## src/rtl/keypad_pkg.sv

```systemverilog
// keypad_pkg: shared definitions for the 4x4 matrix keypad scanner.
//   NUM_ROWS/NUM_COLS/NUM_KEYS - matrix geometry
//   kp_state_e                 - debounce FSM encoding
//   key_code_t                 - 4-bit key code, row*4 + col
//   scan_result_t              - result of evaluating one full-matrix snapshot
//   KEY_NONE                   - out-of-range code meaning "no key" (bench use)
//   decode_snapshot()          - single-key detector with ghost rejection
package keypad_pkg;

    localparam int NUM_ROWS = 4;
    localparam int NUM_COLS = 4;
    localparam int NUM_KEYS = NUM_ROWS * NUM_COLS;

    // Wider than a key code so it can never collide with a real key.
    localparam logic [4:0] KEY_NONE = 5'b1_0000;

    typedef enum logic [1:0] {
        IDLE     = 2'd0,
        PRESS_DB = 2'd1,
        HELD     = 2'd2,
        REL_DB   = 2'd3
    } kp_state_e;

    typedef logic [3:0] key_code_t;

    typedef struct packed {
        logic      present;
        key_code_t code;
    } scan_result_t;

    // A key is reported only when exactly one bit of the snapshot is set.
    // Two or more closed switches in a passive matrix can create phantom
    // closures, so any multi-key snapshot is treated as no key at all.
    function automatic scan_result_t decode_snapshot(input logic [NUM_KEYS-1:0] snap);
        scan_result_t r;
        int unsigned  n;
        r = '0;
        n = 0;
        for (int i = 0; i < NUM_KEYS; i++) begin
            if (snap[i]) begin
                n++;
                r.code = key_code_t'(i);
            end
        end
        r.present = (n == 1);
        return r;
    endfunction

endpackage

```

## src/rtl/sync_2ff.sv

```systemverilog
// sync_2ff: parameterized-width two-flop synchronizer for asynchronous
// board inputs. Resets to all-ones, which is the idle level of pulled-up,
// active-low inputs such as keypad columns.
//   clk   - destination clock
//   rst_n - asynchronous active-low reset
//   d     - asynchronous input
//   q     - synchronized output (two clk cycles of latency)
module sync_2ff #(
    parameter int WIDTH = 1
) (
    input  logic             clk,
    input  logic             rst_n,
    input  logic [WIDTH-1:0] d,
    output logic [WIDTH-1:0] q
);

    logic [WIDTH-1:0] meta;

    always_ff @(posedge clk or negedge rst_n) begin
        if (!rst_n) begin
            meta <= '1;
            q    <= '1;
        end else begin
            meta <= d;
            q    <= meta;
        end
    end

endmodule

```

## src/rtl/keypad_scanner.sv

```systemverilog
// keypad_scanner: scans a 4x4 passive matrix keypad and delivers debounced
// key events with a valid/ack handshake (one event per press, no repeat).
//   clk       - system clock
//   rst_n     - asynchronous active-low reset (synchronous release upstream)
//   rows      - row drive, active-low, exactly one bit low at any time
//   cols      - column sense, active-low, asynchronous to clk
//   key_code  - accepted key, row*4 + col
//   key_valid - event pending, held until key_ack
//   key_ack   - consumer accepts the pending event (pulse or level)
//   key_down  - level: a debounced key is currently held
//   overrun   - sticky: a press was accepted while key_valid was still high
import keypad_pkg::*;

module keypad_scanner #(
    parameter int SCAN_DIV       = 50000,
    parameter int DEBOUNCE_SCANS = 4
) (
    input  logic       clk,
    input  logic       rst_n,
    output logic [3:0] rows,
    input  logic [3:0] cols,
    output logic [3:0] key_code,
    output logic       key_valid,
    input  logic       key_ack,
    output logic       key_down,
    output logic       overrun
);

    localparam int DIV_W = $clog2(SCAN_DIV);
    // One extra count of headroom so DEBOUNCE_SCANS itself is representable,
    // including the DEBOUNCE_SCANS==1 case.
    localparam int CNT_W = $clog2(DEBOUNCE_SCANS + 1);

    localparam logic [DIV_W-1:0] DIV_LAST = DIV_W'(SCAN_DIV - 1);
    localparam logic [CNT_W-1:0] CNT_DONE = CNT_W'(DEBOUNCE_SCANS);

    // ------------------------------------------------------------------
    // Column synchronizer
    // ------------------------------------------------------------------
    logic [NUM_COLS-1:0] cols_s;

    sync_2ff #(.WIDTH(NUM_COLS)) u_cols_sync (
        .clk   (clk),
        .rst_n (rst_n),
        .d     (cols),
        .q     (cols_s)
    );

    // ------------------------------------------------------------------
    // Row scan: each row is driven for SCAN_DIV cycles; its columns are
    // sampled on the last cycle, giving the pull-ups and the synchronizer
    // time to settle after the row change.
    // ------------------------------------------------------------------
    logic [DIV_W-1:0]    div;
    logic [1:0]          row_idx;
    logic [1:0]          row_nxt;
    logic                tick;
    logic                scan_end;
    logic [NUM_KEYS-1:0] snapshot;
    logic [NUM_KEYS-1:0] snap_nxt;
    scan_result_t        res;

    assign tick     = (div == DIV_LAST);
    assign scan_end = tick && (row_idx == 2'd3);
    assign row_nxt  = row_idx + 2'd1;

    always_ff @(posedge clk or negedge rst_n) begin
        if (!rst_n) begin
            div     <= '0;
            row_idx <= 2'd0;
            rows    <= 4'b1110;
        end else if (tick) begin
            div     <= '0;
            row_idx <= row_nxt;
            rows    <= ~(4'b0001 << row_nxt);
        end else begin
            div     <= div + DIV_W'(1);
        end
    end

    // The scan-end evaluation looks at the snapshot including the row-3
    // columns captured on that same edge, so a scan is judged on data that
    // is all from the scan just completed.
    always_comb begin
        snap_nxt = snapshot;
        if (tick) begin
            snap_nxt[row_idx*NUM_COLS +: NUM_COLS] = ~cols_s;
        end
    end

    always_ff @(posedge clk or negedge rst_n) begin
        if (!rst_n) snapshot <= '0;
        else        snapshot <= snap_nxt;
    end

    assign res = decode_snapshot(snap_nxt);

    // ------------------------------------------------------------------
    // Debounce FSM, advanced once per completed scan
    // ------------------------------------------------------------------
    kp_state_e  state, state_nxt;
    logic [CNT_W-1:0] cnt, cnt_nxt, cnt_inc;
    key_code_t  cand, cand_nxt;
    logic       same;
    logic       accept;
    logic       release_done;

    always_ff @(posedge clk or negedge rst_n) begin
        if (!rst_n) begin
            state <= IDLE;
            cnt   <= '0;
            cand  <= '0;
        end else begin
            state <= state_nxt;
            cnt   <= cnt_nxt;
            cand  <= cand_nxt;
        end
    end

    always_comb begin
        state_nxt    = state;
        cnt_nxt      = cnt;
        cand_nxt     = cand;
        accept       = 1'b0;
        release_done = 1'b0;
        cnt_inc      = cnt + CNT_W'(1);
        same         = res.present && (res.code == cand);

        if (scan_end) begin
            case (state)
                IDLE: begin
                    if (res.present) begin
                        cand_nxt = res.code;
                        if (DEBOUNCE_SCANS == 1) begin
                            accept    = 1'b1;
                            state_nxt = HELD;
                            cnt_nxt   = '0;
                        end else begin
                            state_nxt = PRESS_DB;
                            cnt_nxt   = CNT_W'(1);
                        end
                    end
                end
                PRESS_DB: begin
                    if (same) begin
                        if (cnt_inc == CNT_DONE) begin
                            accept    = 1'b1;
                            state_nxt = HELD;
                            cnt_nxt   = '0;
                        end else begin
                            cnt_nxt   = cnt_inc;
                        end
                    end else begin
                        // Release, a different key or a multi-key scan
                        // aborts the press without an event.
                        state_nxt = IDLE;
                        cnt_nxt   = '0;
                    end
                end
                HELD: begin
                    if (same) begin
                        cnt_nxt = '0;
                    end else if (DEBOUNCE_SCANS == 1) begin
                        state_nxt    = IDLE;
                        cnt_nxt      = '0;
                        release_done = 1'b1;
                    end else begin
                        state_nxt = REL_DB;
                        cnt_nxt   = CNT_W'(1);
                    end
                end
                REL_DB: begin
                    if (same) begin
                        state_nxt = HELD;
                        cnt_nxt   = '0;
                    end else if (cnt_inc == CNT_DONE) begin
                        state_nxt    = IDLE;
                        cnt_nxt      = '0;
                        release_done = 1'b1;
                    end else begin
                        cnt_nxt = cnt_inc;
                    end
                end
                default: begin
                    state_nxt = IDLE;
                    cnt_nxt   = '0;
                end
            endcase
        end
    end

    // ------------------------------------------------------------------
    // Event outputs and handshake. An accept on the same edge as an ack
    // re-arms key_valid with the new key; the old event counts as taken,
    // so that case is not an overrun.
    // ------------------------------------------------------------------
    always_ff @(posedge clk or negedge rst_n) begin
        if (!rst_n) begin
            key_code  <= '0;
            key_valid <= 1'b0;
            key_down  <= 1'b0;
            overrun   <= 1'b0;
        end else begin
            if (accept) begin
                key_code  <= cand_nxt;
                key_valid <= 1'b1;
                if (key_valid && !key_ack) overrun <= 1'b1;
            end else if (key_ack) begin
                key_valid <= 1'b0;
            end

            if (accept)            key_down <= 1'b1;
            else if (release_done) key_down <= 1'b0;
        end
    end

endmodule

```

## config.mk

```make
export PLATFORM = sky130hd
export DESIGN_NAME = keypad_scanner
export DESIGN_NICKNAME = d
export VERILOG_FILES = /design/src/rtl/keypad_pkg.sv /design/src/rtl/sync_2ff.sv /design/src/rtl/keypad_scanner.sv
export SDC_FILE = /design/constraint.sdc
export NUM_CORES = 1
export LEC_CHECK = 0
export ABC_AREA = 1
export BUFFER_PORTS_ARGS = -buffer_cell sky130_fd_sc_hd__buf_2
export CORE_MARGIN = 5
export CORE_UTILIZATION = 40
export CTS_CLUSTER_SIZE = 28
export DETAILED_ROUTE_END_ITERATION = 6
export PLACE_DENSITY = 0.61
export REMOVE_ABC_BUFFERS = 1
export SYNTH_ARGS = -nofsm -noshare
export SYNTH_HDL_FRONTEND = slang
export SYNTH_SLANG_ARGS = --single-unit
```

## constraint.sdc

```tcl
create_clock -name clk -period 11.9 [get_ports clk]
set_input_delay 0 -clock clk [delete_from_list [all_inputs] [get_ports clk]]
set_output_delay 0 -clock clk [all_outputs]
set_load 0.005 [all_outputs]
```

==> summary.md <==
| Metric | Value |
|---|---|
| FFs w/ async S/R, synth | 100% |
| Pwr dens | 85.4 nW/um^2 |
| DR DRC count | 0 |
| Period minus WS final | 9370 ps |
| Max-Cap Viols | 0 |
| Synth top area share | 24.6% |
| Unrepaired setup endpoints after global routing | no |
| Synth area leaders | dfrtp_1, nand2_1, inv_1 |
| Num CTS Buffers | 9 |
| Clock Pin Slew Worst Setup and Hold Paths | 50 ps |
| Die Footprint | around 15000 um^2 |
| Largest net degree at the start of global routing | 63 |
| Area grow syn2layout | 12.7% |
| Sequential-to-total area share from yosys stat | 30.1% |
| Initial Util | 41.0% |
| Kind of critical path | reg -> reg |
| Number of synthesized flops with an enable pin | 0 |
| Worst-margin pin slew | 1120 ps |
| Num ports | 18 |
| Total GRT Usage | 14.3% |
| H-tree depth | 3 |
| CORE AREA | 12700 um^2 |
| Wire per inst | 10.2 um |
| Clock Tree Buf Depth | 2 |
| Req. time, crit path | 12110 ps |
| Die W | between 100 and 150 um |
| Final Util | 46.2% |
| Final period util | 78.8% |
| Skew-Pair Late Insertion Delay | 320 ps |
| Mean number of vias per cell | ~4.6 |
| Cells after DPL | 954 |
| LEAKAGE | about 0.0029 uW |
| Main flop type after synthesis | dfrtp_1 |
| Syn. warnings | 0 |
| Most numerous cell on the critical path | nand2_1 |
| Net count, final | 828 |
| Finished Layout Cells | 976 |
| DRT Wirelength | 10.0 mm |
| CP Max Fanout | 10 |
| Synth Register Bits | between 60 and 70 |
| Worst Hold Class | in -> reg |
| CP max stage delay | 520 ps |
| FMAX | approximately 110 MHz |
| Headroom to the max-slew limit | 23.5% |
| Layout cell share with drive strength beyond 1 | 20.9% |
| Core Rows | 41 |
| Area leader, netlist | dfrtp_1 |
| Clk sink count | 62 |
| Slowest-stage cell, CP | dfrtp_1 |
| Mapped Cells | 768 |
| Vias after detailed routing | about 4500 |
| Clock Tree Root | clkbuf_16 |
| Detailed Route Iter0 Violations | 223 |
| Antenna violations before repair | 0 |
| CP Capture Type | register |
| Final Hold Fails | 0 |
| Die H | 124 um |
| # setup viols final | 0 |
| Final Max Tran Viols | 0 |
| Type of origin of the critical path | register |
| HPWL Detailed | around 8.0 mm |
| GPL Wtd Cong | slightly above 0.8 |
| Diode count | 0 |
| Post-cts resize count | 0 |
| Reg2reg setup slack | between 2000 and 3000 ps |
| PortBufs | 17 |
| Max VDD drop | between 60 and 70 uV |
| Crit path DAT | 9580 ps |
| Post-synthesis cell area | 5200 um^2 |
| Routed Antenna Nets | 0 |
| Yosys cell types | 42 |
| First-pass iteration count of the detailed router | 4 |
| Final setup TNS | 0 ps |
| Vias in the first global route | roughly 4300 |
| Gr ovfl total | 0 |
| Final total power | 500 uW |
| First-pass GRT wire length | 18.2 mm |
| Fin Clk Skew | roughly 6.8 ps |
| Outcome | finished, final reports clean |
| Syn Area/Cell | 6.77 um^2 |
| CTS tree | built |
Yosys cell counts, types with 2 or more instances:
library cell,count
nand2_1,199
inv_1,109
nor2_1,97
nand3_1,71
dfrtp_1,51
nand2_2,47
nand3_2,30
ha_1,22
o21ai_0,20
o21ai_1,15
inv_2,14
dfstp_2,11
a21oi_1,10
nor2_2,9
nand2_4,7
nand3b_1,7
nand4_1,5
nor2_4,4
o21ai_2,4
nor3_1,3
nor4_1,3
o21bai_1,3
or2_2,3
a21o_1,2
buf_6,2
nand4_2,2
or2_0,2
xor2_1,2
cell usage in the layout (no fill, tap or decap), drive strengths merged, types with 6 or more instances in the layout:
master / instances
nand2: 253
inv: 123
nor2: 111
nand3: 102
dfrtp: 51
o21ai: 39
ha: 22
buf: 18
clkbuf: 12
dfstp: 11
a21oi: 10
nand3b: 7
nand4: 7
dlygate4sd3: 6
or2: 6
per-layer routing:
layer / GRT usage, % / part of all wire [%] / routed length (um) / vias to the layer above
li1: - / - / - / 2486
met1: 18.8 / 49 / 4900 / 1970
met2: 24.2 / 47 / 4700 / 40
met3: 3.04 / 3.0 / 304 / 6
met4: 3.63 / 0.89 / 89 / 0
met5: 0 / 0 / 0 / -
stage by stage:
| step | worst slack (ps) | instance area (um^2) | hold WS [ps] |
|---|---|---|---|
| 6_report | 2530 | 5860 | 320 |
| 5_1_grt | 1550 | 5860 | 314 |
| 4_1_cts | 2470 | 5860 | 312 |
| 3_5_place_dp | 2490 | 5470 | 106 |
| 3_3_place_gp | 2760 | 5470 | 105 |
| 2_1_floorplan | 3280 | 5160 | -296 |
layout make-up:
type / count / area [um^2]
Fill cell: 1280 / 6810
Multi-Input combinational cell: 578 / 3130
Sequential cell: 62 / 1570
Inverter: 124 / 467
Clock buffer: 12 / 256
Tap cell: 172 / 215
Timing Repair Buffer: 24 / 153
Clock inverter: 4 / 70.1
cells by family (layout without fill, tap and decap cells):
group	after synthesis	in the layout	share of synthesized area, %
xor gates and xnor gates	3	3	0.506
adders and majority gates	22	22	5.30
AOI/OAI and AO/OA	61	61	7.13
buffers and inverters	128	164	9.65
DFF	62	62	30.1
and+or+nand+nor	492	492	47.3
sequential cells by signal (all words and copies together) (netlist names), named ones only:
signal and cells:
cand 4, cnt 3, key_valid 1, state 1, rows 4, u_cols_sync.meta 4, div 16, key_down 1
row_idx 2, overrun 1, key_code 4, snapshot 16, u_cols_sync.q 4
report_power, final:
part	switching [uW]	total (uW)	internal, uW
combinational	5.01	7.73	2.72
clock	84.7	278	194
sequential	0.611	214	214
total	90.3	500	410
critical path: cells and delay by family (launching register included):
kind	cells	cell delay, ps
flip-flops	1	520
buffers and inverters	5	600
AND/OR/NAND/NOR	35	3290
adder cells (fa/ha/maj)	15	4430
AO/OA/AOI/OAI	4	450
final timing paths:
kind,start,to,cells after the start
setup reg to reg,row_idx[0],key_code[1],59
hold reg to reg,u_cols_sync.meta[1],u_cols_sync.q[1],0
setup / recovery,row_idx[0],key_code[1],59
min in group asynchronous,rst_n,snapshot[3],3
max in group asynchronous,rst_n,div[2],3
hold / removal,cols[0],u_cols_sync.meta[0],2
repair_timing:
| action | 4_1_cts | 5_1_grt |
|---|---|---|
| hold buffers | 6 | 0 |
| endpoints found under the hold margin | 56 | 0 |
| setup buffers | 0 | 0 |
No activity file was read; power rests on OpenSTA's default activity.
